[src/rtl/min_max_pkg.sv]
// ============================================================================
// Module      : min_max_pkg
// Description : Shared types and default widths for the min/max tracker.
// Revision    : 1.0 - initial release
// ============================================================================
`default_nettype none

package min_max_pkg;

    localparam int DEFAULT_WIDTH = 16;
    localparam int DEFAULT_CNT_W = 8;

    typedef enum logic [1:0] {
        IDLE  = 2'd0,
        FIRST = 2'd1,
        TRACK = 2'd2,
        DONE  = 2'd3
    } state_e;

    // True for the states in which a sample may be accepted.
    function automatic logic is_tracking(input state_e s);
        return (s == FIRST) || (s == TRACK);
    endfunction

endpackage

`default_nettype wire

[src/rtl/Comparator.sv]
// ============================================================================
// Module      : Comparator
// Description : Unsigned full-width magnitude comparator (a < b, a > b).
// Revision    : 1.0 - initial release
// ============================================================================
`default_nettype none

module Comparator
    import min_max_pkg::*;
#(
    parameter int WIDTH = DEFAULT_WIDTH
) (
    input  logic [WIDTH-1:0] a,
    input  logic [WIDTH-1:0] b,
    output logic             lt,
    output logic             gt
);

    assign lt = (a < b);
    assign gt = (a > b);

endmodule

`default_nettype wire

[src/rtl/min_max_tracker.sv]
// ============================================================================
// Module      : min_max_tracker
// Description : Tracks min, max and a saturating count over a run of samples.
// Revision    : 1.0 - initial release
// ============================================================================
`default_nettype none

module min_max_tracker
    import min_max_pkg::*;
#(
    parameter int WIDTH = DEFAULT_WIDTH,
    parameter int CNT_W = DEFAULT_CNT_W
) (
    input  logic             clk,
    input  logic             rst_n,
    input  logic             start,
    input  logic [WIDTH-1:0] sample,
    input  logic             sample_valid,
    input  logic             sample_last,
    output logic             sample_ready,
    output logic [WIDTH-1:0] min_out,
    output logic [WIDTH-1:0] max_out,
    output logic [CNT_W-1:0] count,
    output logic             ovf,
    output logic             busy,
    output logic             done
);

    localparam logic [CNT_W-1:0] C_CNT_MAX = {CNT_W{1'b1}};
    localparam logic [CNT_W-1:0] C_CNT_ONE = CNT_W'(1);

    state_e           r_state;
    logic [WIDTH-1:0] r_min;
    logic [WIDTH-1:0] r_max;
    logic [CNT_W-1:0] r_count;
    logic             r_ovf;

    logic w_ready;
    logic w_accept;
    logic w_cnt_sat;
    logic w_lt_min;
    logic w_gt_max;
    logic w_unused_min_gt;
    logic w_unused_max_lt;

    Comparator #(.WIDTH(WIDTH)) u_cmp_min (
        .a  (sample),
        .b  (r_min),
        .lt (w_lt_min),
        .gt (w_unused_min_gt)
    );

    Comparator #(.WIDTH(WIDTH)) u_cmp_max (
        .a  (sample),
        .b  (r_max),
        .lt (w_unused_max_lt),
        .gt (w_gt_max)
    );

    assign w_ready   = is_tracking(r_state);
    assign w_accept  = w_ready && sample_valid;
    assign w_cnt_sat = (r_count == C_CNT_MAX);

    // Control: start is only honoured from IDLE; DONE always lasts one cycle.
    always_ff @(posedge clk or negedge rst_n) begin
        if (!rst_n) begin
            r_state <= IDLE;
        end else begin
            case (r_state)
                IDLE: begin
                    if (start) r_state <= FIRST;
                end
                FIRST, TRACK: begin
                    if (w_accept) r_state <= sample_last ? DONE : TRACK;
                end
                DONE: begin
                    r_state <= IDLE;
                end
                default: begin
                    r_state <= IDLE;
                end
            endcase
        end
    end

    // Results change only on start (clear count/ovf) or on an accepted sample.
    always_ff @(posedge clk or negedge rst_n) begin
        if (!rst_n) begin
            r_min   <= '0;
            r_max   <= '0;
            r_count <= '0;
            r_ovf   <= 1'b0;
        end else begin
            case (r_state)
                IDLE: begin
                    if (start) begin
                        r_count <= '0;
                        r_ovf   <= 1'b0;
                    end
                end
                FIRST: begin
                    if (w_accept) begin
                        r_min   <= sample;
                        r_max   <= sample;
                        r_count <= C_CNT_ONE;
                    end
                end
                TRACK: begin
                    if (w_accept) begin
                        if (w_lt_min) r_min <= sample;
                        if (w_gt_max) r_max <= sample;
                        if (w_cnt_sat) begin
                            r_ovf <= 1'b1;
                        end else begin
                            r_count <= r_count + C_CNT_ONE;
                        end
                    end
                end
                default: begin
                end
            endcase
        end
    end

    assign sample_ready = w_ready;
    assign busy         = w_ready;
    assign done         = (r_state == DONE);
    assign min_out      = r_min;
    assign max_out      = r_max;
    assign count        = r_count;
    assign ovf          = r_ovf;

endmodule

`default_nettype wire

[config.mk]
export PLATFORM = sky130hd
export DESIGN_NAME = min_max_tracker
export DESIGN_NICKNAME = d
export VERILOG_FILES = /design/src/rtl/min_max_pkg.sv /design/src/rtl/Comparator.sv /design/src/rtl/min_max_tracker.sv
export SDC_FILE = /design/constraint.sdc
export NUM_CORES = 1
export LEC_CHECK = 0
export ABC_AREA = 1
export CAP_MARGIN = 15
export CELL_PAD_IN_SITES_DETAIL_PLACEMENT = 1
export CELL_PAD_IN_SITES_GLOBAL_PLACEMENT = 1
export CORE_MARGIN = 2
export CORE_UTILIZATION = 41
export CTS_BUF_LIST = sky130_fd_sc_hd__clkbuf_2 sky130_fd_sc_hd__clkbuf_4 sky130_fd_sc_hd__clkbuf_8
export DETAILED_ROUTE_END_ITERATION = 10
export GPL_TIMING_DRIVEN = 0
export MAX_ROUTING_LAYER = met4
export PLACE_DENSITY = 0.95
export SYNTH_ARGS = -nofsm -noshare
export SYNTH_HDL_FRONTEND = slang
export SYNTH_SLANG_ARGS = --single-unit
[constraint.sdc]
create_clock -name clk -period 2.7 [get_ports clk]
set_clock_uncertainty 0.15 [all_clocks]
set_input_delay 0.27 -clock clk [delete_from_list [all_inputs] [get_ports clk]]
set_output_delay 0.27 -clock clk [all_outputs]
set_load 0.1 [all_outputs]
==> results.cfg, run 1 <==
[clock_tree]
clk_path_buf_depth = 2
cts.clk_slew.worst_paths_ps = 90
clk_latency_ps = 300
htreeDepth = 2
clkSinkCount = 43
cts-root-buf = clkbuf_8
cts_setup_buffers = 0
cts_buffers = 5
cts_tree = done

[timing]
hold_viol_final = 0
max_slew_margin_pct = 33.4
worst_pin_slew_ps = 995
rsz0062_at_grt = false
slew_violations = 0
fmax_mhz = 388
finalCriticalPeriod_ps = 2570
min_period_over_period_pct = 95.4
worst_slack_ps = 126
setup_viol = 0
setup_tns_ps = 0

[global_route]
gr-total-overflow = 0
antenna_found_initial = 0
grt_pass1_vias = 2965
grt_first_pass_wirelength_um = 14000
grt_max_degree = 34
grtUsageTotal_pct = 24.3

[worst_hold_path]
min_path_type = input pin to asynchronous set/reset pin

[detailed_routing]
drt_iter0_markers = 96
vias_per_cell = 5.29
vias = 2745
drt-pass1-iter-count = 4
drc = 0
wire_per_inst_um = 16.3
routed_wl_um = 8440
ant_nets = 0

[cells_and_area]
area_growth_syn_to_layout_pct = 30.0
layout_common_cells = nand2_1 (114), clkdlybuf4s50_1 (61), inv_1 (53), dfrtp_1 (43), nand3_1 (37)
n_antenna_cell = 0
filler_cell_count = 843
fin_area_mm2 = 0.00370
stdcell_count = 519
final_common_cell = nand2_1
drive_gt1_share_pct = 8.43
fin_nets = 495

[synth]
ys_warn_count = 0
synth_seq_cells = 43
synth_area_mm2 = 0.00285
synth.avg_cell_area_um2 = 7.80
synthDistinctLibCells = 25
syn_inst = 365
ys_seq_area_share_pct = 37.8
synth_nets = 422

[die]
die_y_um = 87.3
die_w_um = 87.3
fp-row-count = 30
io_pins = 65
start_util_pct = 42.1
dieArea_mm2 = 0.00763
fp.coreArea_mm2 = 0.00676

[worst_setup_path]
worst_setup_path_end_kind = output port
crit_arrival_ps = 2150
crit_path_start = r_state[0]
r2r-start = min_out[14]
critPathKind = flip-flop to output port
critPathRequiredTime_ps = 2280
start_kind = flip-flop
crit_fanout = 6

[placed_design]
place.gp.congestion = 0.802
place_area_mm2 = 0.00360
dp_cells = 510
hpwl_um = 6450
port_buffers = 64
pre_cts_ws_ps = 114

[outcome]
outcome = complete, no violations

[run]
drv_cap = 0
==> synthesized netlist by cell type, drive strengths merged <==
cell      n  area [um2]
nand2   121         487
nor3b     2        25.0
xnor2     1        8.76
nor3      8        66.3
ha       36         450
nor2     17        68.8
nand3    37         185
dfrtp    43        1080
a21o      1        7.51
buf       9        73.8
clkbuf    1        7.51
o21ai    15        75.1
a21oi    18         101
inv      54         203
nand4     2        12.5
==> per-layer routing <==
metal	global-route usage, %	routed length (um)	vias to the layer above
met5	-	0	-
met4	6.57	119	0
met3	3.98	296	13
met2	45.2	4550	63
met1	26.6	3470	1362
li1	-	-	1307
==> through the flow <==
stage               util [%]  hold WS (ps)
floorplan                  -          -176
global placement        53.1           330
detailed placement      53.3          21.5
CTS                     54.8           234
global route            54.8           246
finish                  54.8           226
==> state kept, by name, summed over array words and instances (netlist names) <==
name	count
count	8
max_out	16
min_out	16
ovf	1
r_state	2
==> final cells by class <==
type                       count  area [um2]  share of cell area [%]
clock buffer                   7        83.8                    2.27
multi-input combinational    258        1490                    40.2
inverter                      54         203                    5.48
buffer                        10        81.3                    2.20
tap                           80         100                    2.70
sequential                    43        1080                    29.1
timing repair buffer          66         664                    18.0
clock inverter                 1        5.00                   0.135
==> worst paths after layout <==
check	endpoint	slack (ps)	depth (start not counted)
max in group asynchronous	min_out[7]	1680	3
worst max register to register	min_out[9]	490	12
min in group clk	max_out[8]	350	2
worst min register to register	max_out[8]	350	2
worst min-delay path	min_out[0]	230	2
worst max-delay path	sample_ready	130	4
==> repair_timing <==
action,CTS,global route
setup endpoints to repair,2,1
endpoints found under the hold margin,14,0
hold buffers,1,0
gates resized for setup,2,1
==> cells by family (layout without fill, tap and decap cells) <==
| logic type | Yosys count | after routing | share of synthesized area, % |
|---|---|---|---|
| and+or+nand+nor | 187 | 187 | 29.7 |
| buffers and inverters | 64 | 138 | 9.97 |
| DFF | 43 | 43 | 37.8 |
| adders and majority gates | 36 | 36 | 15.8 |
| AOI/OAI and AO/OA | 34 | 34 | 6.46 |
| xor gates and xnor gates | 1 | 1 | 0.308 |
==> worst max-delay path, cell delays in order, from the launching register on <==
cell and delay (ps):
dfrtp_1 410, inv_1 80, ha_1 420, buf_4 150
clkdlybuf4s15_1 810
Power of run 1 is not shown: default switching activity piles up to over one toggle a cycle in this logic, so the estimate is an artifact.
==> inputs of run 2 (changes only) <==
--- a/config.mk
+++ b/config.mk
@@ -10,12 +10,12 @@
 export CELL_PAD_IN_SITES_DETAIL_PLACEMENT = 1
 export CELL_PAD_IN_SITES_GLOBAL_PLACEMENT = 1
 export CORE_MARGIN = 2
-export CORE_UTILIZATION = 41
+export CORE_UTILIZATION = 30
 export CTS_BUF_LIST = sky130_fd_sc_hd__clkbuf_2 sky130_fd_sc_hd__clkbuf_4 sky130_fd_sc_hd__clkbuf_8
 export DETAILED_ROUTE_END_ITERATION = 10
 export GPL_TIMING_DRIVEN = 0
 export MAX_ROUTING_LAYER = met4
-export PLACE_DENSITY = 0.95
+export PLACE_DENSITY = 0.8
 export SYNTH_ARGS = -nofsm -noshare
 export SYNTH_HDL_FRONTEND = slang
 export SYNTH_SLANG_ARGS = --single-unit
==> run 2 against run 1 <==
  * Setup slack improved by 10 ps
  * Highest routed layer unchanged
  * Cell count is 9.4% higher
  * Die area is 35% higher
  * Largest cell class unchanged
==> results.cfg, run 2 (same netlist as run 1, synthesis figures left out) <==
[outcome]
outcome = complete, no violations

[placed_design]
dp_cells = 559
hpwl_um = 6200
place.gp.congestion = 0.857
pre_cts_ws_ps = 152
port_buffers = 64

[clock_tree]
clk_path_buf_depth = 2
cts-root-buf = clkbuf_8
cts.clk_slew.worst_paths_ps = 90
clkSinkCount = 43
clk_latency_ps = 300
cts_buffers = 5
cts_tree = done
htreeDepth = 2
cts_setup_buffers = 0

[detailed_routing]
drc = 0
wire_per_inst_um = 13.9
routed_wl_um = 7890
drt-pass1-iter-count = 4
drt_iter0_markers = 35
vias = 2665
vias_per_cell = 4.69
ant_nets = 0

[cells_and_area]
drive_gt1_share_pct = 8.43
stdcell_count = 568
fin_nets = 495
area_growth_syn_to_layout_pct = 33.8
filler_cell_count = 1143
layout_common_cells = nand2_1 (114), clkdlybuf4s50_1 (61), inv_1 (53), dfrtp_1 (43), nand3_1 (37)
n_antenna_cell = 0
final_common_cell = nand2_1

[timing]
hold_viol_final = 0
worst_pin_slew_ps = 1010
finalCriticalPeriod_ps = 2560
rsz0062_at_grt = false
max_slew_margin_pct = 32.2
fmax_mhz = 390
worst_slack_ps = 136
slew_violations = 0
min_period_over_period_pct = 95.0
setup_viol = 0

[die]
fp-row-count = 35
start_util_pct = 30.8
die_y_um = 101
fp.coreArea_mm2 = 0.00924
dieArea_mm2 = 0.0103
die_w_um = 101
io_pins = 65

[global_route]
grtUsageTotal_pct = 16.8
antenna_found_initial = 0
grt_pass1_vias = 2835
gr-total-overflow = 0
grt_first_pass_wirelength_um = 13200
grt_max_degree = 33

[worst_setup_path]
crit_fanout = 6
worst_setup_path_end_kind = output port
max_stage_delay_ps = 810
critPathRequiredTime_ps = 2280
critPathSlowestCell = clkdlybuf4s15_1
path_cells = inv_1, ha_1, buf_4, clkdlybuf4s15_1
start_kind = flip-flop
crit_arrival_ps = 2140
r2r_setup_slack_ps = 550
critPathKind = flip-flop to output port

[worst_hold_path]
min_path_type = input pin to asynchronous set/reset pin

[run]
drv_cap = 0
## run 2: changes by cell type in the layout (fill, tap and decap cells not counted), sizes merged
cell	delta
bufinv	+2
clkinv	-1
clkbuf	-1
## run 2: final cells by class
cell class              count  area (um2)  area share (%)
plain buffers              10        81.3            2.13
repair buffers             66         664            17.4
multi-input cells         258        1490            39.0
flip-flops and latches     43        1080            28.2
inverters                  54         203            5.32
well taps                 129         161            4.24
clock inverters             2        60.1            1.58
clock buffers               6        76.3            2.00
## run 2: critical path: cells and delay by family (launching register included)
kind	cells	cell delay, ps
flops	1	410
fa+ha+maj	1	400
buf+inv	3	1030
## run 2: worst paths after layout
kind | end | cells after the start | startpoint
max in group asynchronous | count[7] | 3 | rst_n
hold / removal | min_out[12] | 2 | rst_n
hold reg to reg | max_out[7] | 2 | max_out[7]
min in group clk | max_out[7] | 2 | max_out[7]
setup reg to reg | min_out[13] | 9 | r_state[0]
setup / recovery | sample_ready | 4 | r_state[0]
## run 2: per-stage QoR
stage | util, % | setup TNS (ps) | cell area, um2 | hold WS [ps]
2_1_floorplan | - | 0 | 2850 | -176
3_3_place_gp | 39.5 | -3050 | 3650 | 331
5_1_grt | 41.2 | 0 | 3810 | 241
4_1_cts | 41.2 | 0 | 3810 | 241
3_5_place_dp | 39.7 | 0 | 3660 | 28.0
6_report | 41.2 | 0 | 3810 | 224
## run 2: layer usage
layer | GRT usage (%) | vias up | share of wire [%]
met1 | 19.4 | 1310 | 44
li1 | - | 1302 | -
met5 | - | - | 0
met2 | 30.4 | 46 | 51
met4 | 2.91 | 0 | 0.94
met3 | 3.45 | 7 | 3.8
## run 2: repair_timing
item                                    CTS  global route
endpoints found under the setup margin    2             1
gates resized for setup                   2             1
endpoints found under the hold margin    11             0
hold buffers                              1             0
Power of run 2 is left out for the same reason.
==> inputs of run 3 (changes only) <==
--- a/config.mk
+++ b/config.mk
@@ -18,4 +18,5 @@
 export PLACE_DENSITY = 0.8
 export SYNTH_ARGS = -nofsm -noshare
 export SYNTH_HDL_FRONTEND = slang
+export SYNTH_HIERARCHICAL = 1
 export SYNTH_SLANG_ARGS = --single-unit
==> run 3 against run 2 <==
  * Critical path depth decreased by 1
  * Cell count down 1.9%
  * Die area decreased by 0.46%
  * Critical path type unchanged
  * Critical endpoint is now busy
  * Highest routed layer unchanged
==> results.cfg, run 3 <==
[clock_tree]
cts-root-buf = clkbuf_8
clkSinkCount = 43
htreeDepth = 2
clk_path_buf_depth = 2
cts_tree = done
cts.clk_slew.worst_paths_ps = 90
clk_latency_ps = 300
cts_buffers = 5

[worst_setup_path]
reg2reg_depth = 12
crit_fanout = 9
r2r_setup_slack_ps = 520
path_cells = inv_1, ha_1, dlygate4sd2_1
r2r-start = min_out[15]
crit_path_start = r_state[0]
max_stage_delay_ps = 900
critPathSlowestCell = dlygate4sd2_1
start_kind = flip-flop
reg2reg_to = min_out[5]
crit_arrival_ps = 2110
worst_setup_path_end_kind = output port
critPathRequiredTime_ps = 2280
critPathKind = flip-flop to output port
crit_path_end = busy

[global_route]
grt_pass1_vias = 2733
antenna_found_initial = 0
grt_max_degree = 24
gr-total-overflow = 0
grtUsageTotal_pct = 16.4
grt_first_pass_wirelength_um = 12900

[timing]
hold_viol_final = 0
fmax_mhz = 395
rsz0062_at_grt = false
worst_pin_slew_ps = 1010
min_period_over_period_pct = 93.7
slew_violations = 0
max_slew_margin_pct = 32.7
setup_viol = 0
setup_tns_ps = 0
worst_slack_ps = 171
finalCriticalPeriod_ps = 2530

[detailed_routing]
met2_length_um = 3940
vias_per_cell = 4.69
drt-pass1-iter-count = 5
drc = 0
vias = 2613
drt_iter0_markers = 63
routed_wl_um = 7740
highest_layer = met4
drt-met1-wl_um = 3520
ant_nets = 0
wire_per_inst_um = 13.9
dr_wl_met3_um = 198

[die]
io_pins = 65
die_w_um = 101
die_y_um = 101
start_util_pct = 30.8
fp-row-count = 35
dieArea_mm2 = 0.0102
fp.coreArea_mm2 = 0.00920

[cells_and_area]
area_growth_syn_to_layout_pct = 32.3
final_common_cell = nand2_1
n_antenna_cell = 0
utilization_pct = 40.8
layout_common_cells = nand2_1 (110), inv_1 (66), clkdlybuf4s50_1 (61), dfrtp_1 (43), ha_1 (37)
drive_gt1_share_pct = 8.52
filler_cell_count = 1156
fin_nets = 503

[synth]
synth_area_mm2 = 0.00283
syn_inst = 372
synth_nets = 430
ys_warn_count = 6
synth.avg_cell_area_um2 = 7.62

[placed_design]
hpwl_um = 6210
place.gp.congestion = 0.814
port_buffers = 64
pre_cts_ws_ps = 80.7

[worst_hold_path]
min_path_type = input pin to asynchronous set/reset pin

[run]
drv_cap = 0

[outcome]
outcome = complete, no violations
run 3: changes by cell type in the layout (fill, tap and decap cells not counted), sizes merged, moves of 2 or more:
cell,delta
a21oi,-5
clkinv,+3
inv,+17
nand2,-6
nand3,-29
nor2,+5
nor3,-8
nor3b,-2
o21ai,+31
run 3: repair_timing:
item,CTS,global route
endpoints found under the hold margin,20,0
gates cloned,0,0
buffers inserted,0,0
endpoints found under the setup margin,2,1
resized for setup,2,2
hold buffers,1,0
run 3: worst min-delay path by stage:
stage	startpoint	endpoint	slack (ps)	depth (start not counted)
6_report	rst_n	count[3]	320	2
5_1_grt	rst_n	count[3]	370	2
4_1_cts	rst_n	count[3]	330	2
3_5_place_dp	rst_n	count[3]	120	1
3_3_place_gp	ovf	ovf	330	2
2_1_floorplan	rst_n	count[0]	-180	0
run 3: critical path, delay by kind of cell, from the launching register on:
kind	cells	cell delay, ps
buffers and inverters	2	990
flip-flops	1	390
adder cells (fa/ha/maj)	1	440
run 3: layer usage:
metal / global-route usage [%] / up-vias
met4: 3.74 / 0
met1: 20.6 / 1271
met5: - / -
li1: - / 1295
met2: 28.5 / 41
met3: 1.93 / 6
run 3: final cells by class:
class / instances / area, um2 / area share (%)
buffer: 8 / 78.8 / 2.10
clock buffer: 6 / 82.6 / 2.20
clock inverter: 2 / 35.0 / 0.934
inverter: 73 / 274 / 7.31
multi-input combinational: 248 / 1410 / 37.5
sequential: 43 / 1080 / 28.7
tap: 111 / 139 / 3.70
timing repair buffer: 66 / 659 / 17.6
run 3: through the flow:
step                      std cells  cell area (um2)  hold slack [ps]
after global placement          547             3610              327
after floorplan                 372             2830             -176
after global routing            557             3750              366
after CTS                       557             3750              334
final                           557             3750              319
after detailed placement        548             3630              116
Power of run 3 is left out for the same reason.
